<file path="config.mk">
export PLATFORM = sky130hd
export DESIGN_NAME = fetch_queue
export DESIGN_NICKNAME = d
export VERILOG_FILES = /design/src/rtl/fetch_queue.sv
export SDC_FILE = /design/constraint.sdc
export NUM_CORES = 1
export LEC_CHECK = 0
export ABC_AREA = 1
export CORE_MARGIN = 8
export CORE_UTILIZATION = 40
export CTS_CLUSTER_SIZE = 14
export DETAILED_ROUTE_END_ITERATION = 10
export PLACE_DENSITY = 0.59
export SETUP_SLACK_MARGIN = 0.2
export SLEW_MARGIN = 40
export SYNTH_ARGS = -nofsm -noshare
export SYNTH_HDL_FRONTEND = slang
export SYNTH_SLANG_ARGS = --single-unit
</file>
<file path="constraint.sdc">
create_clock -name clk -period 3.4 [get_ports clk]
set_clock_uncertainty 0.2 [all_clocks]
set_input_delay 0.34 -clock clk [delete_from_list [all_inputs] [get_ports clk]]
set_output_delay 0.34 -clock clk [all_outputs]
set_load 0.02 [all_outputs]
</file>
<file path="src/rtl/fetch_queue.sv">
// fetch_queue: circular instruction queue between fetch and decode/dispatch.
// Each entry is {pc, instruction}. The fetch side pushes at most one entry
// per cycle. The dispatch side pops through a valid/ready handshake.
//
// Handshake: the head entry transfers on a rising edge where deq_valid and
// deq_ready are both high and flush is low. deq_valid does not depend on
// deq_ready. While deq_valid is high and deq_ready is low, deq_pc and
// deq_instruction hold their values.
module fetch_queue #(
    parameter int DEPTH = 8,
    parameter int SKID  = 1
) (
    input  logic                       clk,
    input  logic                       reset,
    input  logic                       fetch_valid,
    input  logic [31:0]                fetch_pc,
    input  logic [31:0]                fetch_instruction,
    output logic                       queue_full,
    input  logic                       flush,
    input  logic                       deq_ready,
    output logic                       deq_valid,
    output logic [31:0]                deq_pc,
    output logic [31:0]                deq_instruction,
    output logic [$clog2(DEPTH):0]     count,
    output logic                       overflow
);

    localparam int PW = $clog2(DEPTH);
    localparam int CW = PW + 1;
    localparam logic [CW-1:0] DEPTH_C = CW'(DEPTH);
    // queue_full rises SKID entries early. The synchronous instruction memory
    // can still deliver one word after the PC freezes, and this margin leaves
    // room for that word.
    localparam logic [CW-1:0] FULL_C  = CW'(DEPTH - SKID);

    logic [63:0]   mem_q [DEPTH];
    logic [PW-1:0] head_q, head_d;
    logic [PW-1:0] tail_q, tail_d;
    logic [CW-1:0] count_q, count_d;
    logic          overflow_q, overflow_d;
    logic          push, pop;
    logic          wr_en;
    logic [63:0]   wr_data;

    // The head is read combinationally. There is no bypass, so a new entry
    // becomes visible one cycle after it is pushed.
    assign deq_valid                   = (count_q != '0);
    assign queue_full                  = (count_q >= FULL_C);
    assign {deq_pc, deq_instruction}   = mem_q[head_q];
    assign count                       = count_q;
    assign overflow                    = overflow_q;

    // Work out the push and pop for this cycle, then the next pointer, count and overflow state.
    always_comb begin
        pop        = deq_valid && deq_ready && !flush;
        // A push into a full queue is allowed when the head is freed in the same cycle.
        push       = fetch_valid && !flush && ((count_q != DEPTH_C) || pop);
        head_d     = head_q;
        tail_d     = tail_q;
        count_d    = count_q;
        wr_en      = push;
        wr_data    = {fetch_pc, fetch_instruction};
        // A dropped push sets overflow. Only reset clears it; flush leaves it set.
        overflow_d = overflow_q |
                     (fetch_valid && !flush && (count_q == DEPTH_C) && !pop);

        if (flush) begin
            head_d  = '0;
            tail_d  = '0;
            count_d = '0;
        end else begin
            if (pop)  head_d = head_q + PW'(1);
            if (push) tail_d = tail_q + PW'(1);
            case ({push, pop})
                2'b10:   count_d = count_q + CW'(1);
                2'b01:   count_d = count_q - CW'(1);
                default: count_d = count_q;
            endcase
        end
    end

    // Register the pointers, count and overflow, and write the storage. The storage is cleared on reset so the head outputs never carry X.
    always_ff @(posedge clk) begin
        if (!reset) begin
            head_q     <= '0;
            tail_q     <= '0;
            count_q    <= '0;
            overflow_q <= 1'b0;
            for (int i = 0; i < DEPTH; i++) begin
                mem_q[i] <= '0;
            end
        end else begin
            head_q     <= head_d;
            tail_q     <= tail_d;
            count_q    <= count_d;
            overflow_q <= overflow_d;
            if (wr_en) begin
                mem_q[tail_q] <= wr_data;
            end
        end
    end

endmodule

</file>
==> results of run 1 <==
[where the power goes]
group	switching (mW)	leakage, nW	internal, mW	total (mW)
sequential	0.0679	5.40	7.34	7.41
clock	2.54	0.887	3.51	6.05
combinational	0.660	4.93	0.347	1.01
total	3.27	11.2	11.2	14.5
[worst paths after layout]
check                          from                          to  slack (ps)  depth (start not counted)
min reg2reg  head_q[2]$_SDFFE_PP0N_                   flip-flop         250                          2
min          head_q[2]$_SDFFE_PP0N_                   flip-flop         250                          2
max                       flip-flop         deq_instruction[18]         160                          8
max reg2reg   count[1]$_SDFFE_PP0P_  mem_q[0][59]$_SDFFCE_PN0P_        1030                          9
[state kept, by name, indices dropped and copies added, names as in the netlist, named ones only]
signal / count
mem_q: 512
overflow: 1
head_q: 3
count: 4
tail_q: 3
[worst min-delay path: stages (launching register included)]
cell,delay (ps)
sky130_fd_sc_hd__dfxtp_1,310
sky130_fd_sc_hd__inv_1,50
sky130_fd_sc_hd__a21oi_1,60
[cells in the final DEF (no fill, tap or decap), types with 6 or more instances in the layout]
cell type                           n
sky130_fd_sc_hd__clkinv_1          17
sky130_fd_sc_hd__nand2_4           10
sky130_fd_sc_hd__nor2_2           100
sky130_fd_sc_hd__o32ai_1          128
sky130_fd_sc_hd__a21oi_1           10
sky130_fd_sc_hd__dlymetal6s2s_1    32
sky130_fd_sc_hd__clkbuf_16         59
sky130_fd_sc_hd__dfxtp_1           11
sky130_fd_sc_hd__nor2_1           810
sky130_fd_sc_hd__bufinv_16          6
sky130_fd_sc_hd__clkinv_2          11
sky130_fd_sc_hd__nand3_1            7
sky130_fd_sc_hd__buf_12            31
sky130_fd_sc_hd__edfxtp_1         512
sky130_fd_sc_hd__o21ai_0          136
sky130_fd_sc_hd__clkdlybuf4s50_1   93
sky130_fd_sc_hd__dlygate4sd2_1     14
sky130_fd_sc_hd__buf_4             22
sky130_fd_sc_hd__inv_1             79
sky130_fd_sc_hd__nand2_1          208
[layout make-up]
| type | count | area [µm²] | area share [%] |
|---|---|---|---|
| Sequential cell | 526 | 15700 | 56.1 |
| Timing Repair inverter | 1 | 11.3 | 0.0404 |
| Clock inverter | 39 | 372 | 1.33 |
| Clock buffer | 62 | 1450 | 5.18 |
| Tap cell | 765 | 957 | 3.43 |
| Multi-Input combinational cell | 1430 | 6650 | 23.8 |
| Timing Repair Buffer | 204 | 2480 | 8.90 |
| Inverter | 83 | 328 | 1.17 |
[cell usage after synthesis]
cell                         n
sky130_fd_sc_hd__inv_2       3
sky130_fd_sc_hd__o21ai_2     1
sky130_fd_sc_hd__buf_2      53
sky130_fd_sc_hd__inv_1      80
sky130_fd_sc_hd__nor3_1      2
sky130_fd_sc_hd__buf_12      1
sky130_fd_sc_hd__ha_1        3
sky130_fd_sc_hd__nor3_2      1
sky130_fd_sc_hd__buf_4      20
sky130_fd_sc_hd__dfxtp_1    14
sky130_fd_sc_hd__xor2_1      1
sky130_fd_sc_hd__buf_6      11
sky130_fd_sc_hd__a21oi_1    10
sky130_fd_sc_hd__nand2_4     2
sky130_fd_sc_hd__nand2_2     1
sky130_fd_sc_hd__nor2_1    810
sky130_fd_sc_hd__o21ai_0   136
sky130_fd_sc_hd__or2_2       1
sky130_fd_sc_hd__nor2_4      2
sky130_fd_sc_hd__nand4_1     2
sky130_fd_sc_hd__edfxtp_1  512
sky130_fd_sc_hd__nor2_2    100
sky130_fd_sc_hd__buf_1       5
sky130_fd_sc_hd__o21ai_4     1
sky130_fd_sc_hd__o32ai_1   128
sky130_fd_sc_hd__nand2_1   220
sky130_fd_sc_hd__clkbuf_1   59
sky130_fd_sc_hd__nand3_1     9
sky130_fd_sc_hd__buf_8       5
[cell families (layout without fill, tap and decap cells)]
logic type,Yosys count,count (layout)
AO/OA/AOI/OAI,276,276
XOR/XNOR,1,1
adder cells (fa/ha/maj),3,3
buffers and inverters,237,389
flip-flops,526,526
AND/OR/NAND/NOR,1150,1150
[repair_timing]
item / 4_1_cts / 5_1_grt
pin swaps: 0 / 0
cloned: 3 / 2
setup buffers: 8 / 3
hold buffers: 0 / 0
resized for setup: 19 / 37
endpoints found under the hold margin: 0 / 0
endpoints found under the setup margin: 64 / 50
[routing by layer]
layer	GRT usage (%)	part of all wire, %	vias up
met2	32.5	49	568
met5	0	0	-
met4	5.12	2.3	0
li1	-	-	7714
met1	25.7	43	8264
met3	3.14	6.4	90
[through the flow]
| step | utilization, % | cell area [µm²] | setup WS [ps] |
|---|---|---|---|
| CTS | 48.0 | 27700 | 54.4 |
| global placement | 44.5 | 25700 | 521 |
| global route | 48.3 | 27900 | 7.46 |
| finish | 48.3 | 27900 | 159 |
| floorplan | - | 23400 | 55.7 |
| detailed placement | 44.5 | 25700 | 502 |
==> metrics.md, run 1 <==
| Metric | Value |
|---|---|
| Fraction of final layout cells with drive strength greater than 1 | `11.7%` |
| Path category of the worst min-delay check | `flip-flop to flip-flop` |
| Full die area | `between 60000 and 70000 µm²` |
| CP max stage delay | `630 ps` |
| Initial antenna violation count | `2` |
| Power density cells | `518 nW/µm²` |
| Row cnt | `between 80 and 90` |
| CTS max path bufs | `3` |
| Total number of vias | `~17000` |
| Critical Path AT | `2700 ps` |
| Largest vdd supply drop | `about 0.38 mV` |
| Number of slew-limit violations in the final report | `0` |
| Area share of the largest cell type after synthesis | `65.7%` |
| Remaining max-slew budget at the tightest pin | `49.3%` |
| First-pass GRT wire length | `99800 µm` |
| Final Instance Count excl. Fillers | `approximately 3100` |
| First-pass iteration count of the detailed router | `5` |
| Cell total after placement | `2993` |
| Post-route clock period utilization | `95.3%` |
| Slew @ Worst Pin | `761 ps` |
| Post-Synthesis Net Count | `between 2000 and 2500` |
| Final HPWL from detailed placement | `34200 µm` |
| Total clock buffers created by CTS | `56` |
| Leak pwr | `about 11 nW` |
| Type of element launching the critical path | `flip-flop` |
| CP max FO | `29` |
| Routability-driven placement congestion ratio | `0.772` |
| Slowest cell on the critical path | `sky130_fd_sc_hd__clkdlybuf4s50_1` |
| Root Buffer | `sky130_fd_sc_hd__clkbuf_16` |
| Endpoint class of the critical path | `output pin` |
| Fill cell count | `5204` |
| Average wire per cell in the routed design | `~21 µm` |
| Mapped Avg Cell Area | `10.7 µm²` |
| Final-report setup violation count | `0` |
| Class of the most critical setup path | `flip-flop to output pin` |
| Total gr overflow | `0` |
| Setup TNS Final | `0 ps` |
| Worst skew pair latency | `590 ps` |
| Die boundary height | `~260 µm` |
| Core region area | `57800 µm²` |
| Top cell family by delay on the critical path | `buffers and inverters` |
| DR iter-0 viols | `between 1000 and 1500` |
| RSZ-0062 raised after global routing | `yes` |
| Pin count of the biggest net entering global routing | `65` |
| Final Hold Viols | `0` |
| Die boundary width | `258 µm` |
| Remaining antenna violation count after routing | `0` |
| CTS H-Tree Depth | `2` |
| Number of distinct library cells after synthesis | `29` |
| Cells traversed along the worst timing path | `buf_6, inv_16, buf_4, nor2_1, o32ai_1, nand2_1, nand2_1, clkdlybuf4s50_1` |
| Vias in the first global route | `16600` |
| Total number of nets in the final design | `~2400` |
| Initial Utilization | `between 40 and 50%` |
| Synth Area in XOR/XNOR | `less than 1%` |
| Count of clock tree sinks | `526` |
| Portion of netlist area occupied by mux cells | `0%` |
| Post-layout minimum cycle time | `3240 ps` |
| Crit path required time | `2860 ps` |
| Count of yosys warnings during synthesis | `0` |
| Drt via density | `5.35` |
| Overall global routing resource usage | `19.3%` |
| Cells after Synth | `between 2000 and 2500` |
| Flip-flop and latch count after synthesis | `526` |
| Number of design rule violations left after detail routing | `0` |
| Top post-synthesis cells by area | `sky130_fd_sc_hd__edfxtp_1 (66%), sky130_fd_sc_hd__nor2_1 (13%), sky130_fd_sc_hd__o32ai_1 (4.8%)` |
| Share of synthesized cell area in and, or, nand and nor gates | `19.8%` |
| Final WL | `about 66000 µm` |
| Worst Hold Slack | `252 ps` |
| Total design power | `14.5 mW` |
| Post-synthesis compound-gate area fraction | `approximately 8.0%` |
| Count of buffer and inverter cells on the critical path | `4` |
| Run status | `completed` |
| Main combinational cell family by area after synthesis | `simple AND/OR/NAND/NOR gates` |
| Clock transition at the registers of the reported paths | `60 ps` |
| PortBufs | `139` |
| Critical Path Most Common Cell | `sky130_fd_sc_hd__nand2_1` |
| IO Count | `140` |
| Post-Synth Adder-Cell Area | `less than 1%` |
| Seq/Total Area, Yosys | `66.9%` |
| Maximum capacitance violations | `0` |
| Maximum frequency from static timing analysis | `309 MHz` |
| Synth-to-Final Area Change | `19.3%` |
| Largest area contributor in the synthesized netlist | `sky130_fd_sc_hd__edfxtp_1` |
| Antenna Cells | `0` |
| Mapped Area | `23400 µm²` |
| Clock tree from TritonCTS | `yes` |
No activity file was read; power rests on OpenSTA's default activity.
==> run 2, diff against run 1 <==
--- a/config.mk
+++ b/config.mk
@@ -6,6 +6,7 @@
 export NUM_CORES = 1
 export LEC_CHECK = 0
 export ABC_AREA = 1
+export ABC_CLOCK_PERIOD_IN_PS = 3400
 export CORE_MARGIN = 8
 export CORE_UTILIZATION = 40
 export CTS_CLUSTER_SIZE = 14
==> results of run 2 <==
Same layout as run 1: the final DEF is identical, and so are final timing and power.
==> run 3, diff against run 2 <==
--- a/config.mk
+++ b/config.mk
@@ -6,11 +6,12 @@
 export NUM_CORES = 1
 export LEC_CHECK = 0
 export ABC_AREA = 1
-export ABC_CLOCK_PERIOD_IN_PS = 3400
 export CORE_MARGIN = 8
 export CORE_UTILIZATION = 40
+export CTS_CLUSTER_DIAMETER = 40
 export CTS_CLUSTER_SIZE = 14
 export DETAILED_ROUTE_END_ITERATION = 10
+export HOLD_SLACK_MARGIN = 0.08
 export PLACE_DENSITY = 0.59
 export SETUP_SLACK_MARGIN = 0.2
 export SLEW_MARGIN = 40
==> metrics.md, run 3 (synthesis gave the netlist of run 1 again) <==
| Metric | Value |
|---|---|
| Synth-to-Final Area Change | `22.7%` |
| Total number of vias | `16800 (+1.2%)` |
| Initial antenna violation count | `2 (unchanged)` |
| Most common library cell in the layout ignoring fill and taps | `sky130_fd_sc_hd__nor2_1` |
| Total gr overflow | `0 (unchanged)` |
| Full die area | `66500 µm² (unchanged)` |
| Pin count of the biggest net entering global routing | `65 (unchanged)` |
| Count of buffer and inverter cells on the critical path | `4 (unchanged)` |
| Destination of the worst register-to-register timing path | `mem_q[0][59]$_SDFFCE_PN0P_` |
| Final-report setup violation count | `0 (unchanged)` |
| Count of hold-fix buffers inserted at cts | `0 (unchanged)` |
| Final Instance Count excl. Fillers | `3145 (+1.1%)` |
| Post-layout minimum cycle time | `3250 ps (+8.10 ps)` |
| First-pass GRT wire length | `101000 µm (+1.3%)` |
| Utilization after layout | `49.6% (+1.4 points)` |
| Root Buffer | `sky130_fd_sc_hd__clkbuf_16` |
| HP Start | `head_q[2]$_SDFFE_PP0N_` |
| Cells traversed along the worst timing path | `buf_6, inv_16, buf_12, nor2_1, o32ai_1, nand2_1, nand2_1, clkdlybuf4s50_1` |
| Launch point of the worst reg-to-reg path | `count[1]$_SDFFE_PP0P_` |
| Core region area | `57800 µm² (unchanged)` |
| Run status | `completed` |
| Clock transition at the registers of the reported paths | `50 ps (about the same)` |
| CTS H-Tree Depth | `3 (+1)` |
| Final Hold Viols | `0 (unchanged)` |
| Remaining max-slew budget at the tightest pin | `49.1% (-0.16 points)` |
| Slew @ Worst Pin | `763 ps (+2.37 ps)` |
| Worst Hold Slack | `255 ps (+2.65 ps)` |
| Number of design rule violations left after detail routing | `0 (unchanged)` |
| Number of stages on the worst hold path | `2 (unchanged)` |
| Leak pwr | `11.7 nW (+4.0%)` |
| Fraction of final layout cells with drive strength greater than 1 | `13.3% (+1.6 points)` |
| Path category of the worst min-delay check | `flip-flop to flip-flop` |
| CP max stage delay | `620 ps (about the same)` |
| First-pass iteration count of the detailed router | `5 (unchanged)` |
| Largest vdd supply drop | `0.349 mV (-8.1%)` |
| Most used cells in the layout excluding fill and tap cells | `sky130_fd_sc_hd__nor2_1 (810), sky130_fd_sc_hd__edfxtp_1 (512), sky130_fd_sc_hd__nand2_1 (208)` |
| Final HPWL from detailed placement | `34200 µm (unchanged)` |
| Total clock buffers created by CTS | `78 (+39%)` |
| Total design power | `16.5 mW (+14%)` |
| Overall global routing resource usage | `19.6% (+0.33 points)` |
| IO Count | `140 (unchanged)` |
| Post-route clock period utilization | `95.6% (+0.24 points)` |
| Die boundary width | `258 µm (unchanged)` |
| Average wire per cell in the routed design | `21.2 µm (about the same)` |
| Crit path required time | `2860 ps (about the same)` |
| DR iter-0 viols | `1507 (+8.3%)` |
| PortBufs | `139 (unchanged)` |
| Row cnt | `88 (unchanged)` |
| Antenna Cells | `0 (unchanged)` |
| Critical Path AT | `2710 ps (about the same)` |
| Critical Path Most Common Cell | `sky130_fd_sc_hd__nand2_1` |
| Initial Utilization | `40.5% (unchanged)` |
| Final WL | `66500 µm (+1.2%)` |
| Vias in the first global route | `17000 (+1.9%)` |
| Class of the most critical setup path | `flip-flop to output pin` |
| Slack of the worst reg-to-reg path | `1040 ps (about the same)` |
| Total placed instance area | `25700 µm² (unchanged)` |
| Count of clock tree sinks | `526 (unchanged)` |
| Maximum capacitance violations | `0 (unchanged)` |
| Number of slew-limit violations in the final report | `0 (unchanged)` |
| Worst skew pair latency | `610 ps (+20 ps)` |
| Drt via density | `5.35 (about the same)` |
| Type of element launching the critical path | `flip-flop` |
| Endpoint class of the critical path | `output pin` |
| Number of flip-flops under the largest register name | `512 (unchanged)` |
| Most flop-heavy register | `mem_q` |
| RSZ-0062 raised after global routing | `yes` |
| Maximum frequency from static timing analysis | `308 MHz (-0.25%)` |
| Post-route cell area | `28700 µm² (+2.8%)` |
| Die boundary height | `258 µm (unchanged)` |
| Power density cells | `576 nW/µm² (+11%)` |
| Routability-driven placement congestion ratio | `0.772 (unchanged)` |
| Total number of nets in the final design | `2392 (+0.76%)` |
| Slowest cell on the critical path | `sky130_fd_sc_hd__clkdlybuf4s50_1` |
| CTS max path bufs | `3 (unchanged)` |
| CP max FO | `41 (+41%)` |
| Top cell family by delay on the critical path | `buffers and inverters` |
| Cell total after placement | `2993 (unchanged)` |
| Worst-case reg-to-reg path depth | `9 (unchanged)` |
| Clock tree from TritonCTS | `yes` |
| Remaining antenna violation count after routing | `0 (unchanged)` |
[run 3: changes by cell type in the layout (fill, tap and decap cells not counted), sizes merged, moves of 6 or more]
cell	change
dlymetal6s2s	+6
clkdlybuf4s50	-11
inv	+9
clkbuf	+25
clkinvlp	+7
[run 3: worst register-to-register path: stages (launching register included)]
cell and delay [ps]:
sky130_fd_sc_hd__dfxtp_1 460, sky130_fd_sc_hd__nor2_2 90, sky130_fd_sc_hd__nand2_2 110, sky130_fd_sc_hd__o21ai_4 130, sky130_fd_sc_hd__nor2_4 160, sky130_fd_sc_hd__inv_2 60
sky130_fd_sc_hd__nor2_4 140, sky130_fd_sc_hd__nand2_4 90, sky130_fd_sc_hd__nand2_4 310, sky130_fd_sc_hd__buf_12 300
[run 3: stage by stage]
stage | setup slack, ps | setup TNS [ps]
after detailed placement | 502 | 0
after global placement | 521 | 0
final | 151 | 0
after global routing | 10.5 | 0
after floorplan | 55.7 | 0
after CTS | -1.28 | -1.28
[run 3: final cells by class]
class | instances | area (µm²)
fill | 5157 | 29100
multi-input combinational | 1430 | 6650
inverter | 83 | 328
tap | 765 | 957
timing repair inverter | 1 | 11.3
clock buffer | 88 | 2100
sequential | 526 | 15700
clock inverter | 52 | 563
timing repair buffer | 200 | 2430
[run 3: where the power goes]
| part | switching [mW] | total [mW] | internal [mW] |
|---|---|---|---|
| registers | 0.0692 | 7.42 | 7.35 |
| clock network | 3.04 | 8.12 | 5.09 |
| logic | 0.660 | 0.999 | 0.340 |
[run 3: routing by layer]
metal | track usage (%) | up-vias | wire [µm]
li1 | - | 7777 | -
met1 | 26.0 | 8381 | 27900
met2 | 32.9 | 581 | 32300
met3 | 3.19 | 98 | 4700
met4 | 5.94 | 0 | 1560
met5 | 0 | - | 0
[run 3: repair_timing]
item | in CTS | in global routing
cloned | 3 | 1
resized for setup | 26 | 45
setup buffers | 6 | 2
endpoints found under the setup margin | 64 | 47
[run 3: worst max-delay path by stage]
stage                                     start                        end  cells after the start
after floorplan           count[2]$_SDFFE_PP0P_  mem_q[1][0]$_SDFFCE_PN0P_                      8
after global placement                flip-flop         deq_instruction[6]                      7
after detailed placement              flip-flop         deq_instruction[4]                      7
after CTS                             flip-flop                 deq_pc[15]                      6
after global routing                  flip-flop                  deq_pc[6]                      8
final                                 flip-flop        deq_instruction[26]                      8
